### config.mk
export PLATFORM = sky130hd
export DESIGN_NAME = carry_select_seq_add32
export DESIGN_NICKNAME = d
export VERILOG_FILES = /design/src/rtl/carry_select_seq_add32.sv
export SDC_FILE = /design/constraint.sdc
export NUM_CORES = 1
export LEC_CHECK = 0
export CORE_ASPECT_RATIO = 1.25
export CORE_UTILIZATION = 51
export DETAILED_ROUTE_END_ITERATION = 6
export GPL_ROUTABILITY_DRIVEN = 0
export PLACE_DENSITY_LB_ADDON = 0.1
export SYNTH_ARGS = -nofsm -noshare
export SYNTH_HDL_FRONTEND = slang
export SYNTH_SLANG_ARGS = --single-unit
export TNS_END_PERCENT = 30
### constraint.sdc
create_clock -name clk -period 3.7 [get_ports clk]
set_clock_uncertainty 0.1 [all_clocks]
set_input_delay 0.925 -clock clk [delete_from_list [all_inputs] [get_ports clk]]
set_output_delay 0.925 -clock clk [all_outputs]
set_load 0.02 [all_outputs]
### src/rtl/carry_select_seq_add32.sv
// Sequential wide adder: one 8-bit carry-select slice reused per cycle, LSB slice first,
// with valid/ready handshakes on the operand and result sides.

module carry_select_adder8 (
    input  logic [7:0] a,
    input  logic [7:0] b,
    input  logic       cin,
    output logic [7:0] sum,
    output logic       cout
);
    logic [4:0] w_lo;
    logic [4:0] w_hi0;
    logic [4:0] w_hi1;

    // Upper nibble is precomputed for both carry-ins; the low nibble's carry picks one.
    assign w_lo  = {1'b0, a[3:0]} + {1'b0, b[3:0]} + {4'd0, cin};
    assign w_hi0 = {1'b0, a[7:4]} + {1'b0, b[7:4]};
    assign w_hi1 = {1'b0, a[7:4]} + {1'b0, b[7:4]} + 5'd1;

    assign sum  = {(w_lo[4] ? w_hi1[3:0] : w_hi0[3:0]), w_lo[3:0]};
    assign cout = w_lo[4] ? w_hi1[4] : w_hi0[4];
endmodule

module carry_select_seq_add32 #(
    parameter int unsigned WORDS = 4
) (
    input  logic                 clk,
    input  logic                 rst_n,
    input  logic                 in_valid,
    output logic                 in_ready,
    input  logic [8*WORDS-1:0]   in_a,
    input  logic [8*WORDS-1:0]   in_b,
    input  logic                 in_cin,
    output logic                 out_valid,
    input  logic                 out_ready,
    output logic [8*WORDS-1:0]   out_sum,
    output logic                 out_cout,
    output logic                 busy
);
    localparam int unsigned W    = 8 * WORDS;
    localparam int unsigned IDXW = $clog2(WORDS);
    localparam logic [IDXW-1:0] LAST_IDX = IDXW'(WORDS - 1);

    typedef enum logic [1:0] {
        S_IDLE,
        S_ADD,
        S_DONE
    } state_t;

    state_t          r_state;
    state_t          w_next;
    logic [W-1:0]    r_op_a;
    logic [W-1:0]    r_op_b;
    logic            r_c;
    logic [IDXW-1:0] r_idx;
    logic [W-1:0]    r_sum;
    logic            r_cout;

    logic [7:0]      w_a_slice;
    logic [7:0]      w_b_slice;
    logic [7:0]      w_slice_sum;
    logic            w_slice_cout;

    assign w_a_slice = r_op_a[{r_idx, 3'b000} +: 8];
    assign w_b_slice = r_op_b[{r_idx, 3'b000} +: 8];

    carry_select_adder8 u_slice (
        .a    (w_a_slice),
        .b    (w_b_slice),
        .cin  (r_c),
        .sum  (w_slice_sum),
        .cout (w_slice_cout)
    );

    always_ff @(posedge clk or negedge rst_n) begin
        if (!rst_n) begin
            r_state <= S_IDLE;
        end else begin
            r_state <= w_next;
        end
    end

    always_comb begin
        w_next = r_state;
        case (r_state)
            S_IDLE:  if (in_valid)          w_next = S_ADD;
            S_ADD:   if (r_idx == LAST_IDX) w_next = S_DONE;
            S_DONE:  if (out_ready)         w_next = S_IDLE;
            default:                        w_next = S_IDLE;
        endcase
    end

    always_ff @(posedge clk or negedge rst_n) begin
        if (!rst_n) begin
            r_op_a <= '0;
            r_op_b <= '0;
            r_c    <= 1'b0;
            r_idx  <= '0;
            r_sum  <= '0;
            r_cout <= 1'b0;
        end else begin
            case (r_state)
                S_IDLE: begin
                    if (in_valid) begin
                        r_op_a <= in_a;
                        r_op_b <= in_b;
                        r_c    <= in_cin;
                        r_idx  <= '0;
                    end
                end
                S_ADD: begin
                    r_sum[{r_idx, 3'b000} +: 8] <= w_slice_sum;
                    r_c                         <= w_slice_cout;
                    // Index holds on the last slice so it never wraps inside a transaction.
                    if (r_idx == LAST_IDX) begin
                        r_cout <= w_slice_cout;
                    end else begin
                        r_idx <= r_idx + 1'b1;
                    end
                end
                default: ;
            endcase
        end
    end

    assign in_ready  = (r_state == S_IDLE);
    assign out_valid = (r_state == S_DONE);
    assign busy      = (r_state == S_ADD) || (r_state == S_DONE);
    assign out_sum   = r_sum;
    assign out_cout  = r_cout;
endmodule

; ---- Word-level counts from Yosys, hierarchy flattened
; Index checks and enable logic that the tools add are counted.
; Widths: inputs -> output; s select.
[totals]
n_memories = 0
out_inout_bits = 36
reg_bits = 102
mem_bits_ro = 0
mem_bits_rw = 0
latchBits = 0
[op_classes]
n_lt_le_gt_ge = 0
div = 0
reduce_logical = 8
bitwise = 0
n_shift = 4
eq_ne = 7
add_sub_neg = 6
multipliers = 0
muxes = 12
[op_table]
columns = operator, count
row1 = $shiftx 32x6->8, 2
row2 = $bwmux 32, 1
row3 = $shift 8x7->32 const A, 1
row4 = $shiftx 8x7->32, 1
row5 = $add 4x4->5, 2
row6 = $mux 2, 5
row7 = $neg 5->7, 1
row8 = $ne 2x2->1 const B, 3
row9 = $pmux 2 s3, 1
row10 = $reduce_and 2->1, 3
row11 = $reduce_and 3->1, 2
row12 = $add 5x1->5, 1
row13 = $add 5x1->5 const B, 1
row14 = $eq 2x2->1 const B, 2
row15 = $mux 4, 1
row16 = $pmux 2 s2, 1
row17 = $add 2x1->2 const B, 1
row18 = $eq 2x1->1 const B, 1
row19 = $logic_not 2->1, 1
row20 = $mux 1, 2
row21 = $ne 2x1->1 const B, 1
row22 = $pmux 1 s2, 1
row23 = $reduce_bool 2->1, 1
row24 = $logic_or 1x1->1, 1

; ---- Longest topological paths before layout
[depth]
word_depth = 6
depth_mapped = 12

; ---- Hierarchy
; A second synthesis with hierarchy kept.
[unflattened]
hier_cells = 328
hier_area_um2 = 4762.1
[modules_own_cells]
columns = module, cells_each, area_per_inst_um2, instances
row1 = carry_select_seq_add32, 281, 4377.9, 1
row2 = carry_select_adder8, 47, 384.1, 1

; ---- Least setup slack after synthesis
; No wires, ideal clock.
[synth_timing]
path_type = reg2reg
start = register r_idx[0]
end = register r_c
path_slack_ps = 717
synth_period_minus_slack_ps = 2983
required_ps = 3471
setup_ps = 129
path_buffers = 1
arrival_ps = 2754
stages_incl_launch_ff = 12
path_cell_list = dfrtp_1 -> buf_2 -> mux4_2 -> ha_1 -> inv_1 -> fa_1 -> inv_1 -> ha_1 -> nand2_1 -> nor4b_2 -> xor2_1 -> a31oi_1
[synth_between]
elab_chain_cells = 5
[synth_rtl]
columns = item, line_no
row1 = "start, declared", 55  ; logic [IDXW-1:0] r_idx;
row2 = "start signal, assigned", 118  ; r_idx <= r_idx + 1'b1;
row3 = $shiftx 32x6->8 (on tied branches), "64, 65"
row4 = $add 4x4->5 (on tied branches), "17, 18, 16"
row5 = $add 5x1->5 (on tied branches), "18, 16"
row6 = $mux 1 *, 21  ; assign cout = w_lo[4] ? w_hi1[4] : w_hi0[4];
row7 = $pmux 1 s2 *, 102  ; case (r_state)
row8 = "end signal, assigned", 107  ; r_c <= in_cin;
row9 = "end signal, assigned", 113  ; r_c <= w_slice_cout;
row10 = "end, declared", 54  ; logic r_c;
; Mark *: on every way between the ends. The rest lies on a longest branch, timed or not.
; A chain may end at the register's enable or synchronous reset.

; ---- Final worst setup path
[layout_timing]
start = register r_idx[1]
end = register r_c
; Same word-level chain as after synthesis.

==> impl_results.md <==
* Nets at 526
* Critical path launch point type: register
* Net Sw Frac at between 40% and 50%
* Max Used Layer: met4
* Crit Path Class: reg -> reg
* Main synth FF type: dfrtp_1
* First-pass GRT wire length at 16300 um
* Final Critical Period at approximately 3 ns
* # diodes at 0
* Seq/Total Area, Yosys at between 50% and 60%
* R2R Setup Slk at between 0.6 and 0.7 ns
* # Max-Cap Violations at 0
* CTS sink cnt at 102
* Final Max Tran Viols at 0
* Max clock buf depth at 2
* DIE AREA at 0.00964 sq mm
* DR vias at a little over 3000
* Sequential share of power at between 30% and 40%
* Post-synth EDFFs at 0
* Largest net degree at the start of global routing at 64
* CP arrival at between 3 and 4 ns
* Worst Max-Slew Pin Slew at 0.604 ns
* Dpl ws at slightly above 0.6 ns
* Crit. End Element: register
* CP Max Fanout at 14
* # port buffers at ~100
* #FFs+latches synth at roughly 100
* Syn Area/Cell at between 10 and 15 sq um
* First DRT Iteration DRCs at between 100 and 150
* Met2 WL post-DR at ~5200 um
* P_sw at approximately 2300 uW
* Clock share of power at a little under an eighth
* Netlist cell types at 37
* Share of cells above drive strength 1 at about a quarter
* Cells resized by post-CTS repair at 0
* Placed insts at 546
* Hold Path Class: reg -> reg
* Highest clock rate at 327 MHz
* Post-CTS Repair Setup Buffers at 0
* Core area at ~0.0088 sq mm
* Maximum vdd drop at roughly 0.00042 V
* Leakage Power at around 0.0026 uW
* Per-cell routed wire length at around 18 um
* Number of global-route vias before repair at approximately 3200
* DRC violations left at 0
* CTS H-tree lvls at 3
* Total wire length at between 9000 and 10000 um
* Height of the die at roughly 110 um
* Via/cell ratio at 5.38
* Starting density of the core at between 50 and 60%
* Top cell type's share of synthesized area at a little over half
* Pre-Repair DR Iteration Count at 4
* Largest area contributor in the netlist: dfrtp_1
* Synth area leaders: dfrtp_1 54%, mux2_2 15%, mux4_2 7.6%
* Post-Route Setup TNS at 0 ns
* Setup ws final at approximately 0.64 ns
* Ports at around 110
* CTS Buf Count at 9
* Latest clock arrival within the worst-skew pair at about 0.36 ns
* Root buffer cell: clkbuf_8
* Syn Nets at 419
* Routed wl met3 at 335 um
* Combinational power share at 55.8%
* Final non-filler cell total at between 500 and 600
* Post-Syn Area at between 0.004 and 0.005 sq mm
* Final setup fails at 0
* Post-Syn Instances at 330
* Site row count at 38
* Final hold viol count at 0
* Initial antenna violation count at 0
* Overflow after GRT at 0
* P_int at between 3000 and 4000 uW
* Unrepaired setup endpoints after global routing: false
* Clk slew on worst S/H paths at 0.09 ns
* Hold_buf cts at 0
* Part of the cycle the worst path needs at 82.6%
* P per Cell Area at around 940 mW/mm^2
* Die X at between 80 and 90 um
* HPWL Detailed at around 7600 um
* Async SR Flop Fraction at between 90% and 100%
* Rel. slew slack at ~59%
* Routed Antenna Nets at 0
* CTS tree: yes
* GRT Total Usage at 22.9%
* Critical Path RT at between 3 and 4 ns
* M1 wire length at about 4000 um
* YS warnings at 0
* Area Overhead vs Synth at 29.3%
* Status: finished clean
[Yosys cell counts, types with 2 or more instances]
library cell and number:
a21oi_1 6, a22o_1 26, a22o_2 2, a22oi_1 2, buf_2 12, buf_4 2
dfrtp_1 102, fa_1 3, ha_1 17, inv_1 20, mux2_2 64, mux4_2 16
nand2_1 17, nand2b_1 2, nand3_1 2, nor2_1 5, o21ai_0 8, xnor2_1 4
xor2_1 2
[logic make-up after synthesis]
family                   after synthesis  share of synthesized area [%]
buffers and inverters                 34                           3.18
AND/OR/NAND/NOR                       34                           4.08
AO/OA/AOI/OAI                         52                           8.30
flip-flops                           102                           54.1
adder cells (fa/ha/maj)               20                           5.78
XOR/XNOR                               7                           1.46
multiplexers                          81                           23.1
[path summary, 6_finish.rpt]
| path | startpoint | cells after the start | end |
|---|---|---|---|
| min in group asynchronous | rst_n | 1 | r_state[1]$_DFFE_PN0P_ |
| min | out_sum[1]$_DFFE_PN0P_ | 2 | out_sum[1]$_DFFE_PN0P_ |
| max reg2reg | r_idx[1]$_DFFE_PN0P_ | 10 | r_c$_DFFE_PN0P_ |
| max | r_idx[1]$_DFFE_PN0P_ | 10 | r_c$_DFFE_PN0P_ |
| max in group asynchronous | rst_n | 2 | r_op_a[4]$_DFFE_PN0P_ |
| min reg2reg | out_sum[1]$_DFFE_PN0P_ | 2 | out_sum[1]$_DFFE_PN0P_ |
[cell type report]
class                           instances  area, sq um
Fill cell                             687         2740
Tap cell                              120          150
Timing Repair Buffer                  110         1120
Clock buffer                           11          141
Multi-Input combinational cell        194         2020
Clock inverter                          5         43.8
Sequential cell                       102         2550
Inverter                               20         75.1
[per-layer routing]
layer | vias to the layer above | GRT usage [%]
met2 | 87 | 40.9
met1 | 1502 | 27.4
met5 | - | 0
met4 | 0 | 10.7
li1 | 1413 | -
met3 | 20 | 3.00
[cells in the final DEF, fill, tap and decap left out, types with 2 or more instances in the layout]
cell,count
clkinvlp_4,2
xor2_1,2
clkdlybuf4s50_1,103
clkbuf_8,10
mux2_2,64
mux4_2,16
buf_12,3
nand2_1,16
a22o_2,2
a22oi_1,2
nand2b_1,2
fa_1,3
inv_1,20
nor2_1,5
ha_1,17
a21oi_1,6
a22o_1,26
buf_4,4
xnor2_1,4
clkinv_4,2
o21ai_0,8
nand2_2,2
dfrtp_1,102
nand3_1,2
[registers in the layout, indices dropped and copies added (netlist names)]
signal    cells
out_sum      32
r_op_a       32
r_op_b       32
r_idx         2
r_state       2
out_cout      1
r_c           1
[per-stage QoR]
stage | utilization [%] | hold slack [ns] | power (uW) | area, sq um
finish | 69.0 | 0.389 | 5730 | 6100
global route | 69.0 | 0.418 | 6160 | 6100
CTS | 69.0 | 0.394 | 5780 | 6100
detailed placement | 66.9 | 0.372 | 5120 | 5920
global placement | 66.9 | 0.367 | 5000 | 5920
floorplan | - | 0.372 | 4110 | 4720
[power by group through the flow]
stage | clock network, uW | logic [uW] | registers [uW]
final | 650 | 3200 | 1880
after floorplan | 0 | 2210 | 1900
after CTS | 668 | 3220 | 1890
after global routing | 706 | 3520 | 1940
after global placement | 0 | 3100 | 1890
after detailed placement | 0 | 3210 | 1910
[critical path, stage by stage, from the launching register on]
cell and delay, ns:
dfrtp_1 0.74, mux4_2 0.41, ha_1 0.23, inv_1 0.07
fa_1 0.42, inv_1 0.09, ha_1 0.17, nand2_1 0.07
nor4b_2 0.28, xor2_1 0.22, a31oi_1 0.11
Power figures use the tool's default switching activity.
